$ cat src/rtl/ex_operand_stage.sv
// ex_operand_stage: ID/EX pipeline register with freeze/flush/bubble control,
// load-use and no-forwarding hazard detection, and the final operand mux that
// applies the forwarding unit's selects to the latched register values.
module ex_operand_stage #(
   parameter int ADDR_LEN = 4,
   parameter int DATA_LEN = 32,
   parameter int CMD_LEN  = 4
) (
   input  logic                clk,
   input  logic                rst,
   input  logic                freeze,
   input  logic                flush,
   input  logic                forward_en,
   input  logic                id_valid,
   input  logic                id_wb_en,
   input  logic                id_mem_r_en,
   input  logic                id_mem_w_en,
   input  logic                id_b,
   input  logic                id_s,
   input  logic                id_imm,
   input  logic                id_two_src,
   input  logic [CMD_LEN-1:0]  id_exe_cmd,
   input  logic [DATA_LEN-1:0] id_pc,
   input  logic [DATA_LEN-1:0] id_val_rn,
   input  logic [DATA_LEN-1:0] id_val_rm,
   input  logic [11:0]         id_shift_operand,
   input  logic [ADDR_LEN-1:0] id_dst,
   input  logic [ADDR_LEN-1:0] id_src1,
   input  logic [ADDR_LEN-1:0] id_src2,
   input  logic [ADDR_LEN-1:0] mem_dst,
   input  logic                mem_wb_en,
   input  logic [1:0]          sel_src1,
   input  logic [1:0]          sel_src2,
   input  logic [DATA_LEN-1:0] mem_alu_res,
   input  logic [DATA_LEN-1:0] wb_value,
   output logic                ex_valid,
   output logic                ex_wb_en,
   output logic                ex_mem_r_en,
   output logic                ex_mem_w_en,
   output logic                ex_b,
   output logic                ex_s,
   output logic                ex_imm,
   output logic [CMD_LEN-1:0]  ex_exe_cmd,
   output logic [DATA_LEN-1:0] ex_pc,
   output logic [DATA_LEN-1:0] ex_val_rm_fwd,
   output logic [DATA_LEN-1:0] ex_op1,
   output logic [DATA_LEN-1:0] ex_op2,
   output logic [11:0]         ex_shift_operand,
   output logic [ADDR_LEN-1:0] ex_dst,
   output logic [ADDR_LEN-1:0] ex_src1,
   output logic [ADDR_LEN-1:0] ex_src2,
   output logic                hazard
);

   typedef struct packed {
      logic                valid;
      logic                wbEn;
      logic                memREn;
      logic                memWEn;
      logic                b;
      logic                s;
      logic                imm;
      logic [CMD_LEN-1:0]  exeCmd;
      logic [DATA_LEN-1:0] pc;
      logic [DATA_LEN-1:0] valRn;
      logic [DATA_LEN-1:0] valRm;
      logic [11:0]         shiftOperand;
      logic [ADDR_LEN-1:0] dst;
      logic [ADDR_LEN-1:0] src1;
      logic [ADDR_LEN-1:0] src2;
   } stage_t;

   stage_t stage_q, stage_d;
   logic matchEx, matchMem;
   logic [1:0] effSel1, effSel2;

   // Source-register comparison against the EX and MEM destinations; src2 only counts when the instruction really reads it
   always_comb begin
      matchEx  = (id_src1 == stage_q.dst) | (id_two_src & (id_src2 == stage_q.dst));
      matchMem = (id_src1 == mem_dst) | (id_two_src & (id_src2 == mem_dst));
   end

   // Stall request: load-use only when forwarding covers the rest, otherwise any pending write in EX or MEM
   always_comb begin
      hazard = 1'b0;
      if (id_valid) begin
         if (forward_en) begin
            hazard = stage_q.valid & stage_q.memREn & matchEx;
         end else begin
            hazard = (stage_q.valid & stage_q.wbEn & matchEx) | (mem_wb_en & matchMem);
         end
      end
   end

   // Next stage contents: freeze holds, flush or hazard inserts an all-zero bubble, otherwise capture ID
   always_comb begin
      stage_d = stage_q;
      if (!freeze) begin
         if (flush || hazard) begin
            stage_d = '0;
         end else begin
            stage_d.valid        = id_valid;
            stage_d.wbEn         = id_wb_en;
            stage_d.memREn       = id_mem_r_en;
            stage_d.memWEn       = id_mem_w_en;
            stage_d.b            = id_b;
            stage_d.s            = id_s;
            stage_d.imm          = id_imm;
            stage_d.exeCmd       = id_exe_cmd;
            stage_d.pc           = id_pc;
            stage_d.valRn        = id_val_rn;
            stage_d.valRm        = id_val_rm;
            stage_d.shiftOperand = id_shift_operand;
            stage_d.dst          = id_dst;
            stage_d.src1         = id_src1;
            stage_d.src2         = id_two_src ? id_src2 : '0;
         end
      end
   end

   // Pipeline register; reset empties the stage immediately
   always_ff @(posedge clk or negedge rst) begin
      if (!rst) begin
         stage_q <= '0;
      end else begin
         stage_q <= stage_d;
      end
   end

   // Forwarding operand mux; select 11 and disabled forwarding both fall back to the latched register value
   always_comb begin
      effSel1 = forward_en ? sel_src1 : 2'b00;
      effSel2 = forward_en ? sel_src2 : 2'b00;
      case (effSel1)
         2'b01:   ex_op1 = mem_alu_res;
         2'b10:   ex_op1 = wb_value;
         default: ex_op1 = stage_q.valRn;
      endcase
      case (effSel2)
         2'b01:   ex_op2 = mem_alu_res;
         2'b10:   ex_op2 = wb_value;
         default: ex_op2 = stage_q.valRm;
      endcase
      ex_val_rm_fwd = ex_op2;
   end

   assign ex_valid         = stage_q.valid;
   assign ex_wb_en         = stage_q.wbEn;
   assign ex_mem_r_en      = stage_q.memREn;
   assign ex_mem_w_en      = stage_q.memWEn;
   assign ex_b             = stage_q.b;
   assign ex_s             = stage_q.s;
   assign ex_imm           = stage_q.imm;
   assign ex_exe_cmd       = stage_q.exeCmd;
   assign ex_pc            = stage_q.pc;
   assign ex_shift_operand = stage_q.shiftOperand;
   assign ex_dst           = stage_q.dst;
   assign ex_src1          = stage_q.src1;
   assign ex_src2          = stage_q.src2;

endmodule

$ cat config.mk
export PLATFORM = sky130hd
export DESIGN_NAME = ex_operand_stage
export DESIGN_NICKNAME = d
export VERILOG_FILES = /design/src/rtl/ex_operand_stage.sv
export SDC_FILE = /design/constraint.sdc
export NUM_CORES = 1
export LEC_CHECK = 0
export BUFFER_PORTS_ARGS = -buffer_cell sky130_fd_sc_hd__buf_2
export CAP_MARGIN = 10
export CORE_AREA = 4 4 144 146
export CTS_CLUSTER_SIZE = 10
export DETAILED_ROUTE_END_ITERATION = 12
export DIE_AREA = 0 0 148 150
export PLACE_DENSITY_LB_ADDON = 0.08
export SYNTH_ARGS = -nofsm -noshare
export SYNTH_HDL_FRONTEND = slang
export SYNTH_SLANG_ARGS = --single-unit
$ cat constraint.sdc
create_clock -name clk -period 2.1 [get_ports clk]
set_clock_uncertainty 0.1 [all_clocks]
set_input_delay 0.315 -clock clk [delete_from_list [all_inputs] [get_ports clk]]
set_output_delay 0.315 -clock clk [all_outputs]
set_load 0.05 [all_outputs]
==> results of run 1 <==
[Yosys cell counts (all sizes together)]
library cell  number  area share (%)
nor2               1           0.048
xnor2              9             1.0
nand4              2            0.16
a22oi             65             6.4
mux2               1            0.19
o21ai            195              17
nand3              5            0.32
ha                 4            0.65
and3               1           0.081
nor3               1           0.065
inv                4            0.19
xor2               7            0.79
a21boi             1            0.24
o22a               1            0.13
dfrtp            131              42
buf              102              12
nor4               1           0.081
nand2            328              16
nor2b              1           0.081
clkbuf            59             2.9
[cell type report]
cell class	count	area [um2]	area share, %
tap	265	332	3.01
clock inverter	14	141	1.28
clock buffer	18	439	3.99
timing repair buffer	450	3060	27.8
antenna	1	2.50	0.0227
sequential	131	3280	29.8
multi-input combinational	623	3740	34.0
inverter	4	15.0	0.136
[path summary, 6_finish.rpt]
| check | startpoint | end |
|---|---|---|
| max in group asynchronous | rst | stage_q[49]$_DFFE_PN0N_ |
| min | id_pc[17] | ex_pc[17]$_DFFE_PN0N_ |
| min reg2reg | ex_shift_operand[10]$_DFFE_PN0N_ | ex_shift_operand[10]$_DFFE_PN0N_ |
| max reg2reg | ex_dst[2]$_DFFE_PN0N_ | ex_imm$_DFFE_PN0N_ |
| min in group asynchronous | rst | stage_q[48]$_DFFE_PN0N_ |
| max | ex_dst[2]$_DFFE_PN0N_ | hazard |
[registers in the layout (all words and copies together) (netlist names)]
name / count
ex_mem_w_en: 1
ex_imm: 1
ex_dst: 4
ex_shift_operand: 12
ex_mem_r_en: 1
ex_wb_en: 1
ex_b: 1
ex_valid: 1
stage_q: 64
ex_pc: 32
ex_exe_cmd: 4
ex_s: 1
ex_src1: 4
ex_src2: 4
[logic make-up (layout without fill, tap and decap cells)]
kind of cell               Yosys count  count (layout)  synth area share, %
AOI/OAI and AO/OA                  262             262                 23.7
other                                0               1                    0
adders and majority gates            4               4                0.646
and+or+nand+nor                    340             340                 16.7
muxes                                1               1                0.194
xor gates and xnor gates            16              16                 1.81
DFF                                131             131                 42.3
buffers and inverters              165             486                 14.6
[through the flow]
stage | utilization, % | TNS, ns | area, um2 | total power [uW] | hold slack (ns)
after CTS | 55.0 | -0.104 | 10700 | 8600 | 0.0130
after detailed placement | 51.3 | -7.11 | 9960 | 5610 | 0.176
after global routing | 56.8 | -9.08 | 11000 | 9020 | 0.0214
final | 56.8 | -0.0556 | 11000 | 8650 | 0.0277
after floorplan | - | -3.72 | 8230 | 4960 | -0.0806
after global placement | 51.3 | -6.30 | 9960 | 5600 | 0.170
[report_power, final]
part | internal (uW) | switching [uW] | total [uW]
combinational | 926 | 1940 | 2870
clock | 1700 | 1240 | 2930
sequential | 2720 | 119 | 2840
[tightest hold or removal path, cell delays in order]
cell and delay, ns:
buf_2 0.09, nand2_1 0.04, o21ai_0 0.06
[timing repair]
action / CTS / global route
setup buffers: 5 / 1
hold endpoints to repair: 37 / 0
gates cloned: 0 / 5
hold buffers: 1 / 0
pin swaps: 4 / 2
resized for setup: 31 / 109
setup endpoints to repair: 87 / 158
[metal layers]
layer / vias to the layer above / routed length, um / share of wire [%] / track usage, %
li1: 3604 / - / - / -
met2: 274 / 13200 / 50 / 37.6
met5: - / 71 / 0.27 / 0
met3: 33 / 2180 / 8.2 / 7.66
met4: 12 / 349 / 1.3 / 4.48
met1: 3497 / 10800 / 41 / 29.0
==> results_dict.tcl, run 1 <==
set metrics [dict create \
    area_growth_pct 42.3 \
    yosys.cell_types.count 24 \
    final_cells 1506 \
    numPlacedInstances 1461 \
    path_class "reg -> out" \
    rsz0062_at_grt "yes" \
    coreArea_um2 19400 \
    drt-initial-drc-count 351 \
    r2r_slack_ns 0.02 \
    ant_nets 0 \
    slew_headroom_pct 64.4 \
    layout_common_cells "nand2_1, buf_2, dfrtp_1" \
    holdPathStages 3 \
    cts_sinks 131 \
    wl_per_cell_um 17.6 \
    hold_path_class "in -> reg" \
    grt_pass1_vias 7164 \
    avgSynthCellArea_um2 8.43 \
    layout_commonest_cell "nand2_1" \
    dpl.hpwl_mm 19.3 \
    syn_inst 919 \
    p_per_area_nw_per_um2 785 \
    die_area_um2 22200 \
    start_util_pct 39.9 \
    io_buffers 373 \
    critPathTopFamily "compound AO/OA/AOI/OAI gates" \
    arrival_ns 1.74 \
    worstSetupPathDepth 5 \
    ios 374 \
    cts_tree "done" \
    place_ws_ns -0.194 \
    drc 0 \
    worst-r2r-cell-count 9 \
    fillers 1909 \
    htreeDepth 4 \
    required_ns 1.68 \
    crit_slowest_cell "dfrtp_2" \
    first_pass_iters 5 \
    cp_slowest_stage_delay_ns 0.44 \
    grt-ovfl-total 0 \
    p_leak_uw 0.00535 \
    cp_cell_sequence "xnor2_1 -> nand4_1 -> o22a_2 -> a21boi_4 -> buf_6" \
    max_slew.worst_pin.slew_ns 0.533 \
    via_count 7420 \
    final_hold_viol_count 0 \
    worstSetupEndpointType "output port" \
    maxSlewViolCount 0 \
    finalWorstPathRequiredPeriod_ns 2.16 \
    grt_max_degree 116 \
    grt_usage_pct 22.6 \
    critPathMaxFanout 4 \
    die_y_um 150 \
    antenna_found_initial 7 \
    clockBufferDepth 2 \
    ys_warn_count 0 \
    clk_latency_ns 0.41 \
    drive_gt1_share_pct 50.1 \
    final-setup-viol-count 1 \
    cp_num_buf_inv 1 \
    max-cap-violations 0 \
    synth_nets 1133 \
    failed_checks "negative setup slack" \
    drt-vias-per-instance 4.93 \
    clk_pin_slew_ns 0.07 \
    vdd_drop_max_v 0.000509 \
    yosysSeqAreaShare_pct 42.3 \
    routed_wl_mm 26.6 \
    fin_crit_sh_pct 103 \
    layout_setup_ws_ns -0.0556 \
    syn_area_um2 7740 \
    routabilityCongestion 0.833 \
    nets 1441 \
    root_buffer "clkbuf_16" \
    cts_buffers 17 \
    grt_pass1_wl_mm 39.6 \
    std_cell_rows 51 \
    die_w_um 148 \
    fmax_mhz 464 \
    cp-start-kind "register" \
    status "finished, violations left" \
    ys_ff_latch 131 \
]
No activity file was read; power rests on OpenSTA's default activity.
==> run 2: changes to the inputs <==
==> constraint.sdc (replaced) <==
create_clock -name clk -period 2.3 [get_ports clk]
set_clock_uncertainty 0.1 [all_clocks]
set_input_delay 0.345 -clock clk [delete_from_list [all_inputs] [get_ports clk]]
set_output_delay 0.345 -clock clk [all_outputs]
set_load 0.05 [all_outputs]
==> results_dict.tcl, run 2 (synthesized netlist as in run 1, its figures left out) <==
set metrics [dict create \
    p_per_area_nw_per_um2 749 \
    die_area_um2 22200 \
    area_growth_pct 34.1 \
    crit_top_cell "buf_2" \
    placed_area_um2 9640 \
    cp_cell_sequence "buf_2 -> nand2_1 -> inv_1 -> ha_1 -> buf_12 -> a22oi_1 -> o21ai_4 -> buf_2" \
    dpl.hpwl_mm 19.3 \
    path_class "in -> out" \
    critPathTopFamily "buffers and inverters" \
    startpoint "forward_en" \
    arrival_ns 1.80 \
    cp_slowest_stage_delay_ns 0.28 \
    clk_pin_slew_ns 0.07 \
    start_util_pct 39.9 \
    htreeDepth 4 \
    grt_usage_pct 22.4 \
    multiInputGateArea_um2 3700 \
    r2r_slack_ns 0.24 \
    critPathMaxFanout 25 \
    fmax_mhz 445 \
    min_to "ex_pc[23]$_DFFE_PN0N_" \
    drt-vias-per-instance 4.91 \
    ant_nets 0 \
    grt_pass1_vias 7059 \
    die_y_um 150 \
    final_hold_viol_count 0 \
    max_slew.worst_pin.slew_ns 0.629 \
    cp_num_buf_inv 4 \
    finalSetupTns_ns 0 \
    layout_common_cells "buf_2, nand2_1, dfrtp_1" \
    hold_path_class "in -> reg" \
    wl_per_cell_um 17.5 \
    worstSetupEndpointType "output port" \
    rsz0062_at_grt "yes" \
    cts_tree "done" \
    cts_buffers 17 \
    cp-start-kind "input pin" \
    status "complete, no violations" \
    hold_path.startpoint "id_pc[23]" \
    r2r-start "ex_dst[1]$_DFFE_PN0N_" \
    ios 374 \
    slew_headroom_pct 58.1 \
    antenna_found_initial 6 \
    fillers 1936 \
    fin_util_pct 53.5 \
    p_leak_uw 0.00511 \
    worst-r2r-cell-count 8 \
    fin_crit_sh_pct 97.7 \
    rr_endpoint "stage_q[46]$_DFFE_PN0N_" \
    grt_pass1_wl_mm 39.0 \
    root_buffer "clkbuf_16" \
    via_count 7216 \
    grt-ovfl-total 0 \
    io_buffers 373 \
    hold_slack_ns 0.0508 \
    regMostFlops "stage_q" \
    final_area_um2 10400 \
    cts_sinks 131 \
    crit_slowest_cell "buf_2" \
    vdd_drop_max_v 0.000482 \
    maxSlewViolCount 0 \
    drc 0 \
    final-setup-viol-count 0 \
    required_ns 1.86 \
    layout_commonest_cell "buf_2" \
    std_cell_rows 51 \
    drt-initial-drc-count 425 \
    die_w_um 148 \
    register_area_um2 3280 \
    drive_gt1_share_pct 47.9 \
    coreArea_um2 19400 \
    first_pass_iters 5 \
    grt_max_degree 132 \
    routed_wl_mm 25.7 \
    routabilityCongestion 0.894 \
    largest_reg_flops 64 \
    nets 1406 \
    clockBufferDepth 2 \
    max-cap-violations 0 \
    finalWorstPathRequiredPeriod_ns 2.25 \
    clk_latency_ns 0.42 \
    holdPathStages 3 \
]
==> run 2: power by group <==
group	switching, uW	internal [uW]
clock network	1130	1630
logic	1730	686
registers	109	2490
==> run 2: final cells by class <==
type | count | area share [%]
clock inverter | 14 | 1.61
clock buffer | 18 | 4.13
antenna | 1 | 0.0241
inverter | 4 | 0.145
sequential | 131 | 31.6
multi-input combinational | 623 | 35.6
timing repair buffer | 415 | 23.7
tap | 265 | 3.19
==> run 2: worst max-delay path by stage <==
stage                            end  slack (ns)  depth (start not counted)
final                     ex_op2[12]        0.05                          8
after global routing          hazard       -0.02                          5
after CTS                     hazard       0.009                          5
after detailed placement  ex_op1[18]        0.03                          7
after global placement    ex_op2[21]        0.04                          7
after floorplan           ex_op1[23]       -0.32                          6
==> run 2: what timing repair did <==
action | in CTS | in global routing
resized for setup | 2 | 20
hold buffers | 1 | 0
buffers inserted | 1 | 7
endpoints found under the hold margin | 48 | 0
pin swaps | 1 | 2
endpoints found under the setup margin | 1 | 74
==> run 2: worst register-to-register path, cell delays in order, from the launching register on <==
cell and delay, ns:
dfrtp_1 0.44, xnor2_1 0.18, nand4_1 0.11, o22a_2 0.27, a21boi_4 0.21, buf_4 0.18
buf_4 0.15, buf_12 0.21, o21ai_2 0.10
==> run 2: layer usage <==
layer | vias to the layer above | global-route usage (%) | part of all wire [%] | wire length [um]
met3 | 43 | 7.45 | 8.9 | 2280
met5 | - | 0 | 0.29 | 75
li1 | 3546 | - | - | -
met1 | 3327 | 27.9 | 40 | 10200
met4 | 10 | 6.65 | 1.7 | 448
met2 | 290 | 37.2 | 49 | 12700
==> run 2: metrics by stage <==
| step | setup slack, ns | std cells | power [uW] |
|---|---|---|---|
| finish | 0.0530 | 1471 | 7770 |
| global route | -0.0169 | 1470 | 8100 |
| CTS | 0.00872 | 1463 | 7840 |
| detailed placement | 0.0299 | 1429 | 5030 |
| global placement | 0.0351 | 1429 | 5020 |
| floorplan | -0.323 | 919 | 4470 |
